==> config.mk <==
export PLATFORM = sky130hd
export DESIGN_NAME = rr_dispatcher_flat
export DESIGN_NICKNAME = d
export VERILOG_FILES = /design/src/rtl/rr_pkg.sv /design/src/rtl/rr_dispatcher_if.sv /design/src/rtl/priority_enc.sv /design/src/rtl/rr_dispatcher.sv /design/src/flat_wrapper.sv
export SDC_FILE = /design/constraint.sdc
export NUM_CORES = 1
export LEC_CHECK = 0
export CORE_MARGIN = 5
export CORE_UTILIZATION = 41
export DETAILED_ROUTE_END_ITERATION = 7
export GPL_ROUTABILITY_DRIVEN = 0
export PLACE_DENSITY = 0.65
export SETUP_SLACK_MARGIN = 0.15
export SYNTH_ARGS = -nofsm -noshare
export SYNTH_HDL_FRONTEND = slang
export SYNTH_HIERARCHICAL = 1
export SYNTH_SLANG_ARGS = --single-unit
==> constraint.sdc <==
create_clock -name clk -period 5 [get_ports clk]
set_clock_uncertainty 0.2 [all_clocks]
set_input_delay 1.5 -clock clk [delete_from_list [all_inputs] [get_ports clk]]
set_output_delay 1.5 -clock clk [all_outputs]
set_load 0.005 [all_outputs]
==> src/rtl/rr_pkg.sv <==
// Shared definitions for the round-robin dispatcher: default sizing and a
// one-hot to binary index helper.
package rr_pkg;

  localparam int unsigned NumOfAgentsDef = 4;
  localparam int unsigned IdxWidth       = $clog2(NumOfAgentsDef);
  localparam int unsigned MaxAgents      = 32;

  // Callers zero-extend their one-hot vector to MaxAgents bits.
  function automatic int unsigned onehot_to_idx(input logic [MaxAgents-1:0] oh);
    int unsigned idx;
    idx = 0;
    for (int unsigned i = 0; i < MaxAgents; i++) begin
      if (oh[i]) idx = i;
    end
    return idx;
  endfunction

endpackage

==> src/rtl/rr_dispatcher_if.sv <==
// Upstream handshake plus per-agent dispatch/credit signals of the dispatcher.
interface rr_dispatcher_if #(
  parameter int NumOfAgents = 4,
  parameter int DataWidth   = 8
);

  logic                   InValid;
  logic [DataWidth-1:0]   InData;
  logic                   InReady;
  logic [NumOfAgents-1:0] AgentEn;
  logic [NumOfAgents-1:0] CreditRet;
  logic [NumOfAgents-1:0] OutValid;
  logic [DataWidth-1:0]   OutData;
  logic                   CreditErr;

  modport master (
    output InValid, InData, AgentEn, CreditRet,
    input  InReady, OutValid, OutData, CreditErr
  );

  modport slave (
    input  InValid, InData, AgentEn, CreditRet,
    output InReady, OutValid, OutData, CreditErr
  );

endinterface

==> src/rtl/priority_enc.sv <==
// Fixed-priority encoder: the lowest set request bit wins, result is one-hot.
module priority_enc #(
  parameter int Width = 4
) (
  input  logic [Width-1:0] req_i,
  output logic [Width-1:0] gnt_o,
  output logic             valid_o
);

  always_comb begin
    logic found;
    found = 1'b0;
    gnt_o = '0;
    for (int i = 0; i < Width; i++) begin
      if (req_i[i] && !found) begin
        gnt_o[i] = 1'b1;
        found    = 1'b1;
      end
    end
  end

  assign valid_o = |req_i;

endmodule

==> src/rtl/rr_dispatcher.sv <==
// Round-robin work distributor: sends each upstream transaction to the next
// enabled agent that still holds a buffer credit.
module rr_dispatcher
  import rr_pkg::*;
#(
  parameter int NumOfAgents = 4,
  parameter int DataWidth   = 8,
  parameter int CreditDepth = 2
) (
  input  logic            clk,
  input  logic            rst,
  rr_dispatcher_if.slave  bus
);

  localparam int IdxW = $clog2(NumOfAgents);
  localparam int CntW = $clog2(CreditDepth + 1);
  localparam logic [CntW-1:0] CreditFull = CntW'(CreditDepth);

  logic [CntW-1:0]        credit_q [NumOfAgents];
  logic [CntW-1:0]        credit_d [NumOfAgents];
  logic [IdxW-1:0]        last_q, last_d;
  logic [NumOfAgents-1:0] out_valid_q, out_valid_d;
  logic [DataWidth-1:0]   out_data_q, out_data_d;
  logic                   err_q, err_d;

  logic [NumOfAgents-1:0] elig, rot_req, rot_gnt, sel, dec;
  logic                   any_rot, accept;
  int unsigned            start;

  always_comb begin
    for (int i = 0; i < NumOfAgents; i++) begin
      elig[i] = bus.AgentEn[i] & (credit_q[i] != '0);
    end
  end

  assign bus.InReady = |elig;

  // Rotate so the agent after the last winner sits at bit 0, encode, rotate back.
  always_comb begin
    start   = (int'(last_q) == NumOfAgents - 1) ? 0 : int'(last_q) + 1;
    rot_req = '0;
    sel     = '0;
    for (int j = 0; j < NumOfAgents; j++) begin
      rot_req[j] = elig[(j + start) % NumOfAgents];
    end
    for (int j = 0; j < NumOfAgents; j++) begin
      if (rot_gnt[j]) sel[(j + start) % NumOfAgents] = 1'b1;
    end
  end

  priority_enc #(
    .Width (NumOfAgents)
  ) u_penc (
    .req_i   (rot_req),
    .gnt_o   (rot_gnt),
    .valid_o (any_rot)
  );

  assign accept = bus.InValid & any_rot;
  assign dec    = accept ? sel : '0;

  always_comb begin
    out_valid_d = dec;
    out_data_d  = accept ? bus.InData : out_data_q;
    last_d      = accept ? IdxW'(onehot_to_idx(MaxAgents'(sel))) : last_q;
    err_d       = err_q;
    for (int i = 0; i < NumOfAgents; i++) begin
      credit_d[i] = credit_q[i];
      if (dec[i] && !bus.CreditRet[i]) begin
        credit_d[i] = credit_q[i] - CntW'(1);
      end else if (bus.CreditRet[i] && !dec[i]) begin
        // A return into a full buffer is an agent protocol error; saturate.
        if (credit_q[i] == CreditFull) err_d = 1'b1;
        else                           credit_d[i] = credit_q[i] + CntW'(1);
      end
    end
  end

  always_ff @(posedge clk) begin
    if (rst) begin
      for (int i = 0; i < NumOfAgents; i++) credit_q[i] <= CreditFull;
      last_q      <= IdxW'(NumOfAgents - 1);
      out_valid_q <= '0;
      out_data_q  <= '0;
      err_q       <= 1'b0;
    end else begin
      for (int i = 0; i < NumOfAgents; i++) credit_q[i] <= credit_d[i];
      last_q      <= last_d;
      out_valid_q <= out_valid_d;
      out_data_q  <= out_data_d;
      err_q       <= err_d;
    end
  end

  assign bus.OutValid  = out_valid_q;
  assign bus.OutData   = out_data_q;
  assign bus.CreditErr = err_q;

endmodule

==> src/flat_wrapper.sv <==
// flat-port wrapper written by rule: the top's interface ports become plain ports
module rr_dispatcher_flat import rr_pkg::*;
#(
  parameter int NumOfAgents = 4,
  parameter int DataWidth   = 8,
  parameter int CreditDepth = 2
)
  (clk, rst, bus_InValid, bus_InData, bus_AgentEn, bus_CreditRet, bus_InReady, bus_OutValid, bus_OutData, bus_CreditErr);
  rr_dispatcher_if #(.NumOfAgents(NumOfAgents), .DataWidth(DataWidth)) bus_i ();
  input  logic clk;
  input  logic rst;
  input wire logic [$bits(bus_i.InValid)-1:0] bus_InValid;
  input wire logic [$bits(bus_i.InData)-1:0] bus_InData;
  input wire logic [$bits(bus_i.AgentEn)-1:0] bus_AgentEn;
  input wire logic [$bits(bus_i.CreditRet)-1:0] bus_CreditRet;
  output wire logic [$bits(bus_i.InReady)-1:0] bus_InReady;
  output wire logic [$bits(bus_i.OutValid)-1:0] bus_OutValid;
  output wire logic [$bits(bus_i.OutData)-1:0] bus_OutData;
  output wire logic [$bits(bus_i.CreditErr)-1:0] bus_CreditErr;
  assign bus_i.InValid = bus_InValid;
  assign bus_i.InData = bus_InData;
  assign bus_i.AgentEn = bus_AgentEn;
  assign bus_i.CreditRet = bus_CreditRet;
  assign bus_InReady = bus_i.InReady;
  assign bus_OutValid = bus_i.OutValid;
  assign bus_OutData = bus_i.OutData;
  assign bus_CreditErr = bus_i.CreditErr;
  rr_dispatcher #(.NumOfAgents(NumOfAgents), .DataWidth(DataWidth), .CreditDepth(CreditDepth)) u_core (.clk(clk), .rst(rst), .bus(bus_i));
endmodule
Yosys cells after proc, flatten, opt, wreduce, memory -nomap -nowiden

Memory sizes are Yosys's and may differ from the RTL's.
Cells that the tools add are included.

Add/sub/neg operators: 12
Magnitude comparators: 8
Equal/unequal tests: 5
Multiplexer cells: 62
Bitwise logic cells: 12
Reduce and logical (&&, ||, !) cells: 32

Operator list:

| kind                                                        | number |
|---|---|
| 2-to-1 mux 2 bit                                            | 19 |
| 2-to-1 mux 1 bit                                            | 30 |
| 2-to-1 mux 4 bit                                            | 5 |
| logical AND 1 bit                                           | 15 |
| less-than comparator 2 x 3 -> 1 bit (second input constant) | 4 |
| bitwise OR 4 bit                                            | 3 |
| logical NOT 1 bit                                           | 11 |
| adder 2 x 1 -> 2 bit (second input constant)                | 5 |
| binary-select mux 1 bit (select 2 bit)                      | 4 |
| demux 1 bit (select 2 bit)                                  | 4 |
| == test 2 bit (second input constant)                       | 4 |
| >= comparator 2 x 1 -> 1 bit (second input constant)        | 4 |
| nonzero test 2 bit                                          | 4 |
| OR reduction 4 bit                                          | 2 |
| subtractor 2 x 1 -> 2 bit (second input constant)           | 4 |
| AND 1 bit                                                   | 5 |
| adder 2 bit (first input constant)                          | 2 |
| bitwise OR 1 bit                                            | 4 |
| adder 1 x 2 -> 2 bit (first input constant)                 | 1 |
| == test 2 x 1 -> 1 bit (second input constant)              | 1 |

Flip-flop bits (word level): 15
RAM bits: 8
Bits of input ports: 19
Output and inout port bits: 14
Logic and storage cells: 136
Memories: 1

Memory list:

| name            | words | bits a word | read ports | clocked after memory_dff | write ports | line                | RTL |
|---|---|---|---|---|---|---|---|
| u_core.credit_q | 4     | 2           | 4          | 0                        | 4           | rr_dispatcher.sv:19 | `logic [CntW-1:0] credit_q [NumOfAgents];` |

Depth between registers and ports, before layout

Gate-level depths: netlist of the first run.
An unclocked memory read counts as a cell.

Depth in word-level cells: 30
Depth in mapped cells: 14
Gate-level depth less buffers: 14

Modules after synthesis

The synthesis of the first run kept the hierarchy.

Modules (own cells, without submodules):

| module        | instances | cells each | area an instance (um^2) | seq. area each (um^2) |
|---|---|---|---|---|
| rr_dispatcher | 1         | 155        | 1306.3                  | 460.4 |
| priority_enc  | 1         | 5          | 37.5                    | 0.0 |

Worst setup path before layout of the first run

Ideal clock, no wire load.

Path kind: input to register
From: in bus_AgentEn[2]
To: mem u_core/credit_q[0][1] in the netlist's numbering
Setup time: 0.127 ns
Data arrival time: 3.820 ns
Required time: 4.673 ns
Setup slack: 0.853 ns
Stages: 12
Buffers on the path: 1
Path through: o21ai_0 > mux2i_1 > mux2_2 > or4_1 > and2_1 > buf_2 > o21ai_0 > inv_1 > ha_1 > xnor2_1 > o21ai_1 > or3b_1

RTL lines:

| what            | line                | RTL |
|---|---|---|
| start, declared | flat_wrapper.sv:14  | `input wire logic [$bits(bus_i.AgentEn)-1:0] bus_AgentEn;` |
| end, declared   | rr_dispatcher.sv:19 |  |

==> run_results.csv, run 1 <==
group,metric,value,unit
floorplan,core_area,3100,um^2
finish,fill_cells,315,
finish,synthToLayoutAreaGrowth,29.4,%
cts,cts_buffer_depth,2,
detailed_routing,via_count,1244,
global_route,track_usage,15.7,%
timing,max_slew_margin,47.4,%
synth,synth-seq-area-share,34.3,%
detailed_routing,drc,0,
placement,dp_hpwl,2610,um
timing,setup_tns,0,ps
synth,synth_seq_cells,23,
synth,netlist_instances,160,
finish,multi_input_area,817,um^2
timing,worstMarginPinSlew,786,ps
critical_path,slowest_delay,540,ps
synth,postSynthAreaPerCell,8.40,um^2
detailed_routing,ant_nets,0,
min_path,min_path_type,"reg -> reg",
critical_path,critical_path_class,"in -> reg",
timing,slew_viol_final,0,
job,drv_cap,0,
global_route,grt_pass1_vias,1244,
synth,synth_compound_area_share,15.6,%
critical_path,critical_path_required,5010,ps
floorplan,initial_core_util,43.3,%
min_path,holdPathStages,2,
synth,syn_nets,195,
critical_path,crit_path_cell_trace,"clkdlybuf4s50_1, o21ai_0, mux2i_1, mux2_2, or4_1, and2_1, o21ai_0, inv_1, ha_1, xnor2_1, nor3_1, or3b_1",
timing,setup_viol,0,
timing,rsz0062_at_grt,"false",
synth,synthDistinctLibCells,29,
synth,ys_warn_count,6,
timing,final.period_utilization,91.7,%
cts,cts.htree.levels,1,
critical_path,crit_arrival,4590,ps
finish,diodes,0,
critical_path,crit_slowest_cell,"or4_1",
cts,hold_buffers,0,
critical_path,startpoint_type,"input port",
synth,synth-simple-area-share,21.3,%
critical_path,path_common_cell,"o21ai_0",
timing,fmax,218,MHz
cts,post_cts_buffers,0,
finish,drive_gt1_share,5.15,%
global_route,grt_start_max_net_pins,23,
detailed_routing,routed_via_density,5.23,
critical_path,reg2reg_depth,12,
synth,synth_top_family_by_area,"simple AND/OR/NAND/NOR gates",
power,p_leak,0.708,nW
power,ir_drop,188,uV
cts,cts_root_buf,"clkbuf_4",
synth,synth-xor-area-share,2.61,%
timing,finalHoldViolCount,0,
synth,syn-cell-area,1340,um^2
power,power_density,462,nW/um^2
cts,numCtsBuffers,3,
timing,min_period,4580,ps
detailed_routing,routed_wl,3370,um
finish,layout_common_cells,"clkdlybuf4s50_1 (32), dfxtp_1 (23), nand2_1 (21)",
critical_path,crit_fanout,12,
floorplan,ioPinCount,33,
placement,port_buffers,32,
timing,worst_slack,417,ps
finish,ff_latch_area,460,um^2
cts,clock_latency,310,ps
global_route,grt_pass1_wl,5510,um
synth,synthMuxAreaShare,6.33,%
global_route,antenna_found_initial,0,
floorplan,die_area,4520,um^2
floorplan,rows,20,
critical_path,end_kind,"flop",
floorplan,die_w,67.3,um
placement,place_ws,80.0,ps
finish,nets,230,
synth,synth_fa_ha_area_share,14.9,%
cts,clock_sinks,23,
detailed_routing,routedWlPerCell,14.2,um
cts,clk_pin_slew,140,ps
status,outcome,"completed",
detailed_routing,drtIter0Drc,74,
finish,layout_commonest_cell,"clkdlybuf4s50_1",
detailed_routing,first_pass_iters,4,
cts,cts_tree,"done",
floorplan,die_h,67.3,um
global_route,grt_remaining_overflow,0,
cts,cts_resized,0,
==> stage by stage <==
step	power, mW	util [%]	cells	hold slack (ps)	instance area (um^2)
after global placement	0.687	55.2	234	242	1710
final	0.804	56.0	238	262	1740
after detailed placement	0.708	55.2	234	245	1710
after CTS	0.799	56.0	238	264	1740
after global routing	0.863	56.0	238	281	1740
after floorplan	0.575	-	160	253	1340
==> power breakdown <==
group	leakage [nW]	internal, mW	total [mW]	switching (mW)
combinational	0.505	0.210	0.455	0.245
clock	0.0150	0.0311	0.0883	0.0572
sequential	0.188	0.224	0.260	0.0366
==> routing by layer <==
| layer | up-vias | wire, um | track usage [%] |
|---|---|---|---|
| li1 | 623 | - | - |
| met4 | 0 | 57 | 4.30 |
| met2 | 58 | 1650 | 29.6 |
| met5 | - | 0 | 0 |
| met1 | 551 | 1440 | 17.9 |
| met3 | 12 | 220 | 2.83 |
==> Yosys cell counts <==
master | count | area share (%)
nor4b_1 | 1 | 0.65
a21oi_1 | 15 | 5.6
and2_1 | 1 | 0.47
a31oi_1 | 1 | 0.47
xnor2_1 | 4 | 2.6
o21ai_0 | 6 | 2.2
nor3b_1 | 1 | 0.56
a311oi_1 | 1 | 0.65
nor2_1 | 11 | 3.1
and3b_1 | 2 | 1.3
buf_1 | 1 | 0.28
nor3_1 | 8 | 3.0
mux2i_1 | 4 | 3.0
inv_1 | 12 | 3.4
nand2_1 | 21 | 5.9
nor2_2 | 1 | 0.47
or4_1 | 1 | 0.56
o211ai_1 | 1 | 0.56
or3b_1 | 4 | 2.6
a22o_1 | 2 | 1.3
nor2b_1 | 5 | 2.3
a22oi_1 | 6 | 3.4
buf_4 | 1 | 0.56
nand4_1 | 1 | 0.47
dfxtp_1 | 23 | 34
o21ai_1 | 4 | 1.5
mux2_2 | 4 | 3.4
ha_1 | 16 | 15
buf_2 | 2 | 0.74
==> area by class of cell <==
cell class | count | area share, %
tap | 44 | 3.17
multi-input combinational | 121 | 47.0
timing repair buffer | 34 | 19.3
sequential | 23 | 26.5
clock buffer | 4 | 1.51
inverter | 12 | 2.59
==> sequential cells by signal, summed over array words and instances (netlist names) <==
register / flops
u_core/bus.OutValid: 4
u_core/bus.CreditErr: 1
u_core/credit_q: 8
u_core/last_q: 2
u_core/bus.OutData: 8
==> cells by family after synthesis <==
logic type	count (synthesis)
flip-flops	23
adder cells (fa/ha/maj)	16
AO/OA/AOI/OAI	36
XOR/XNOR	4
AND/OR/NAND/NOR	57
multiplexers	8
buffers and inverters	16
==> worst paths after layout <==
| path | from | to | slack (ps) |
|---|---|---|---|
| setup / recovery | bus_AgentEn[0] | u_core/credit_q[0][1] | 420 |
| setup reg to reg | u_core/last_q[0] | u_core/credit_q[0][1] | 1220 |
| hold reg to reg | u_core/bus.OutData[0] | u_core/bus.OutData[0] | 260 |
| hold / removal | u_core/bus.OutData[0] | u_core/bus.OutData[0] | 260 |
==> worst max-delay path: cells and delay by family <==
kind,cells,cell delay (ps)
muxes,2,530
xor gates and xnor gates,1,200
AOI/OAI and AO/OA,2,390
buffers and inverters,2,500
adders and majority gates,1,220
and+or+nand+nor,4,1250
Note: power is estimated with default switching activity, not from simulation.
==> run 2, diff against run 1 <==
--- a/config.mk
+++ b/config.mk
@@ -10,7 +10,6 @@
 export DETAILED_ROUTE_END_ITERATION = 7
 export GPL_ROUTABILITY_DRIVEN = 0
 export PLACE_DENSITY = 0.65
-export SETUP_SLACK_MARGIN = 0.15
 export SYNTH_ARGS = -nofsm -noshare
 export SYNTH_HDL_FRONTEND = slang
 export SYNTH_HIERARCHICAL = 1
==> results of run 2 <==
Final layout, timing and power as in run 1 (identical DEF).
==> run 3, diff against run 2 <==
--- a/config.mk
+++ b/config.mk
@@ -5,11 +5,13 @@
 export SDC_FILE = /design/constraint.sdc
 export NUM_CORES = 1
 export LEC_CHECK = 0
-export CORE_MARGIN = 5
+export ABC_AREA = 1
+export CORE_ASPECT_RATIO = 0.5
+export CORE_MARGIN = 10
 export CORE_UTILIZATION = 41
 export DETAILED_ROUTE_END_ITERATION = 7
 export GPL_ROUTABILITY_DRIVEN = 0
-export PLACE_DENSITY = 0.65
+export PLACE_DENSITY = 0.64
 export SYNTH_ARGS = -nofsm -noshare
 export SYNTH_HDL_FRONTEND = slang
 export SYNTH_HIERARCHICAL = 1
==> run 3 against run 2 <==
Net effect:
- global-route usage shrank 5.5 points
- largest cell class unchanged
- critical endpoint is now bus_InReady
- hold slack gained 27 ps
- maximum frequency grew 4.3%
- synthesized cell count grew 33%
- wire length grew 2.2%
- worst setup slack gained 190 ps
- synthesized area grew 10%
==> run_results.csv, run 3 <==
group,metric,value,unit
global_route,grt_pass1_wl,5610,um
critical_path,crit_buf_inv,2,
cts,numCtsBuffers,3,
power,p_leak,0.902,nW
timing,fmax,228,MHz
timing,setup_viol,0,
finish,diodes,0,
detailed_routing,routedWlPerCell,11.7,um
placement,port_buffers,32,
cts,cts_tree,"done",
timing,min_period,4390,ps
cts,cts_resized,0,
timing,rsz0062_at_grt,"false",
finish,nets,280,
cts,clock_sinks,23,
power,power_density,507,nW/um^2
critical_path,startpoint_type,"input port",
synth,netlist_instances,212,
synth,async_reset_ff_share,0,%
floorplan,ioPinCount,33,
critical_path,end_kind,"output port",
placement,dp_hpwl,2840,um
cts,cts_buffer_depth,2,
critical_path,crit_fanout,3,
synth,synth_seq_cells,23,
floorplan,die_w,105,um
synth,synth_common_cells,"nand2_1 (47), nor2_1 (33), dfxtp_1 (23)",
global_route,track_usage,10.2,%
floorplan,rows,15,
synth,yosysTopAreaCell,"dfxtp_1",
cts,clk_pin_slew,90,ps
finish,synthToLayoutAreaGrowth,26.6,%
synth,ys_warn_count,6,
floorplan,core_area,3450,um^2
synth,yosysTopAreaCellShare,31.0,%
global_route,grt_remaining_overflow,0,
finish,layout_commonest_cell,"nand2_1",
synth,synth.most_common_cell,"nand2_1",
cts,cts_root_buf,"clkbuf_8",
detailed_routing,routed_wl,3440,um
critical_path,critical_path_class,"in -> out",
cts,post_cts_buffers,0,
status,outcome,"completed",
detailed_routing,routed_via_density,4.64,
detailed_routing,drtIter0Drc,53,
floorplan,initial_core_util,43.0,%
cts,hold_buffers,0,
global_route,grt_start_max_net_pins,16,
synth,synth_edf_count,0,
critical_path,crit_slowest_cell,"clkdlybuf4s50_1",
power,ir_drop,149,uV
detailed_routing,via_count,1370,
job,drv_cap,0,
cts,clock_latency,270,ps
critical_path,slowest_delay,500,ps
timing,worstMarginPinSlew,459,ps
timing,max_slew_margin,69.2,%
synth,postSynthAreaPerCell,7.00,um^2
timing,finalHoldViolCount,0,
detailed_routing,ant_nets,0,
synth,syn_nets,247,
synth,synthDistinctLibCells,24,
timing,slew_viol_final,0,
floorplan,die_area,6570,um^2
timing,holdWs,289,ps
synth,synthTopCellsByArea,"dfxtp_1 (31%), ha_1 (13%), nand2_1 (12%)",
synth,synth-seq-area-share,31.0,%
detailed_routing,drc,0,
finish,layout_common_cells,"nand2_1 (47), nor2_1 (33), clkdlybuf4s50_1 (32)",
synth,syn-cell-area,1480,um^2
synth,synthFlopType,"dfxtp_1",
cts,cts.htree.levels,1,
global_route,grt_pass1_vias,1236,
timing,setup_tns,0,ps
critical_path,crit_family,"buffers and inverters",
timing,final.period_utilization,87.9,%
finish,drive_gt1_share,9.84,%
finish,fill_cells,329,
floorplan,die_h,62.5,um
critical_path,critical_path_required,3300,ps
detailed_routing,first_pass_iters,4,
critical_path,path_common_cell,"clkdlybuf4s50_1",
critical_path,crit_arrival,2690,ps
global_route,antenna_found_initial,0,
min_path,min_path_type,"reg -> reg",
critical_path,crit_path_cell_trace,"clkdlybuf4s50_1, o21ai_1, nand4_1, clkdlybuf4s50_1",
[run 3: changes by cell type after synthesis, moves of 5 or more]
cell,before,now
a21oi_1,15,2
a22oi_1,6,0
inv_1,12,21
nand2_1,21,47
nand3_1,0,18
nor2_1,11,33
nor2_2,1,6
nor2b_1,5,0
nor3_1,8,1
o21ai_1,4,18
[run 3: metal layers]
layer | vias to the layer above | track usage [%] | wire, um
met5 | - | 0 | 0
met4 | 0 | 2.04 | 0
met3 | 0 | 3.70 | 277
met2 | 30 | 16.8 | 1550
met1 | 601 | 12.3 | 1610
li1 | 739 | - | -
[run 3: logic make-up (layout without fill, tap and decap cells)]
group                      count (synthesis)  count (layout)  share of synthesized area [%]
and+or+nand+nor                          113             113                           33.6
buffers and inverters                     31              63                           9.61
AOI/OAI and AO/OA                         28              28                           11.6
DFF                                       23              23                           31.0
adders and majority gates                 16              16                           13.5
xor gates and xnor gates                   1               1                          0.590
[run 3: worst register-to-register path: stages, from the launching register on]
cell      delay (ps)
dfxtp_1          500
inv_1            160
ha_1             360
inv_1             60
nand3_1           80
nand2_1          150
nor2_2           140
nand3_1          120
nand2_4          190
clkinv_2         200
o21ai_2          150
inv_1             70
ha_1             280
inv_1            140
nand2_1           70
o21ai_1          120
nand3_1           80
[run 3: final cells by class]
| cell class | instances | area (um^2) | share of cell area [%] |
|---|---|---|---|
| Clock buffer | 3 | 41.3 | 2.20 |
| Inverter | 27 | 105 | 5.59 |
| Clock inverter | 1 | 7.51 | 0.399 |
| Tap cell | 51 | 63.8 | 3.40 |
| Multi-Input combinational cell | 158 | 881 | 46.9 |
| Timing Repair Buffer | 32 | 320 | 17.0 |
| Sequential cell | 23 | 460 | 24.5 |
[run 3: path summary, 6_finish.rpt]
check	end	cells past startpoint	slack [ps]	from
hold / removal	u_core/bus.OutData[6]	2	290	u_core/bus.OutData[6]
setup reg to reg	u_core/credit_q[0][5]	16	1830	u_core/last_q[0]
setup / recovery	bus_InReady	4	610	bus_AgentEn[1]
hold reg to reg	u_core/bus.OutData[6]	2	290	u_core/bus.OutData[6]
[run 3: per-stage QoR]
stage,instances,cell area (um^2),setup slack [ps],util [%],power [mW]
floorplan,212,1480,1560,-,0.688
global placement,291,1830,622,53.0,0.834
detailed placement,291,1830,595,53.0,0.838
CTS,295,1880,590,54.4,0.960
global route,295,1880,549,54.4,1.06
finish,295,1880,605,54.4,0.953
[run 3: where the power goes]
part,switching [mW],total (mW),leakage (nW),internal (mW)
sequential,0.0441,0.279,0.189,0.235
clock,0.0611,0.117,0.0217,0.0564
combinational,0.339,0.556,0.691,0.218
total,0.444,0.953,0.902,0.509
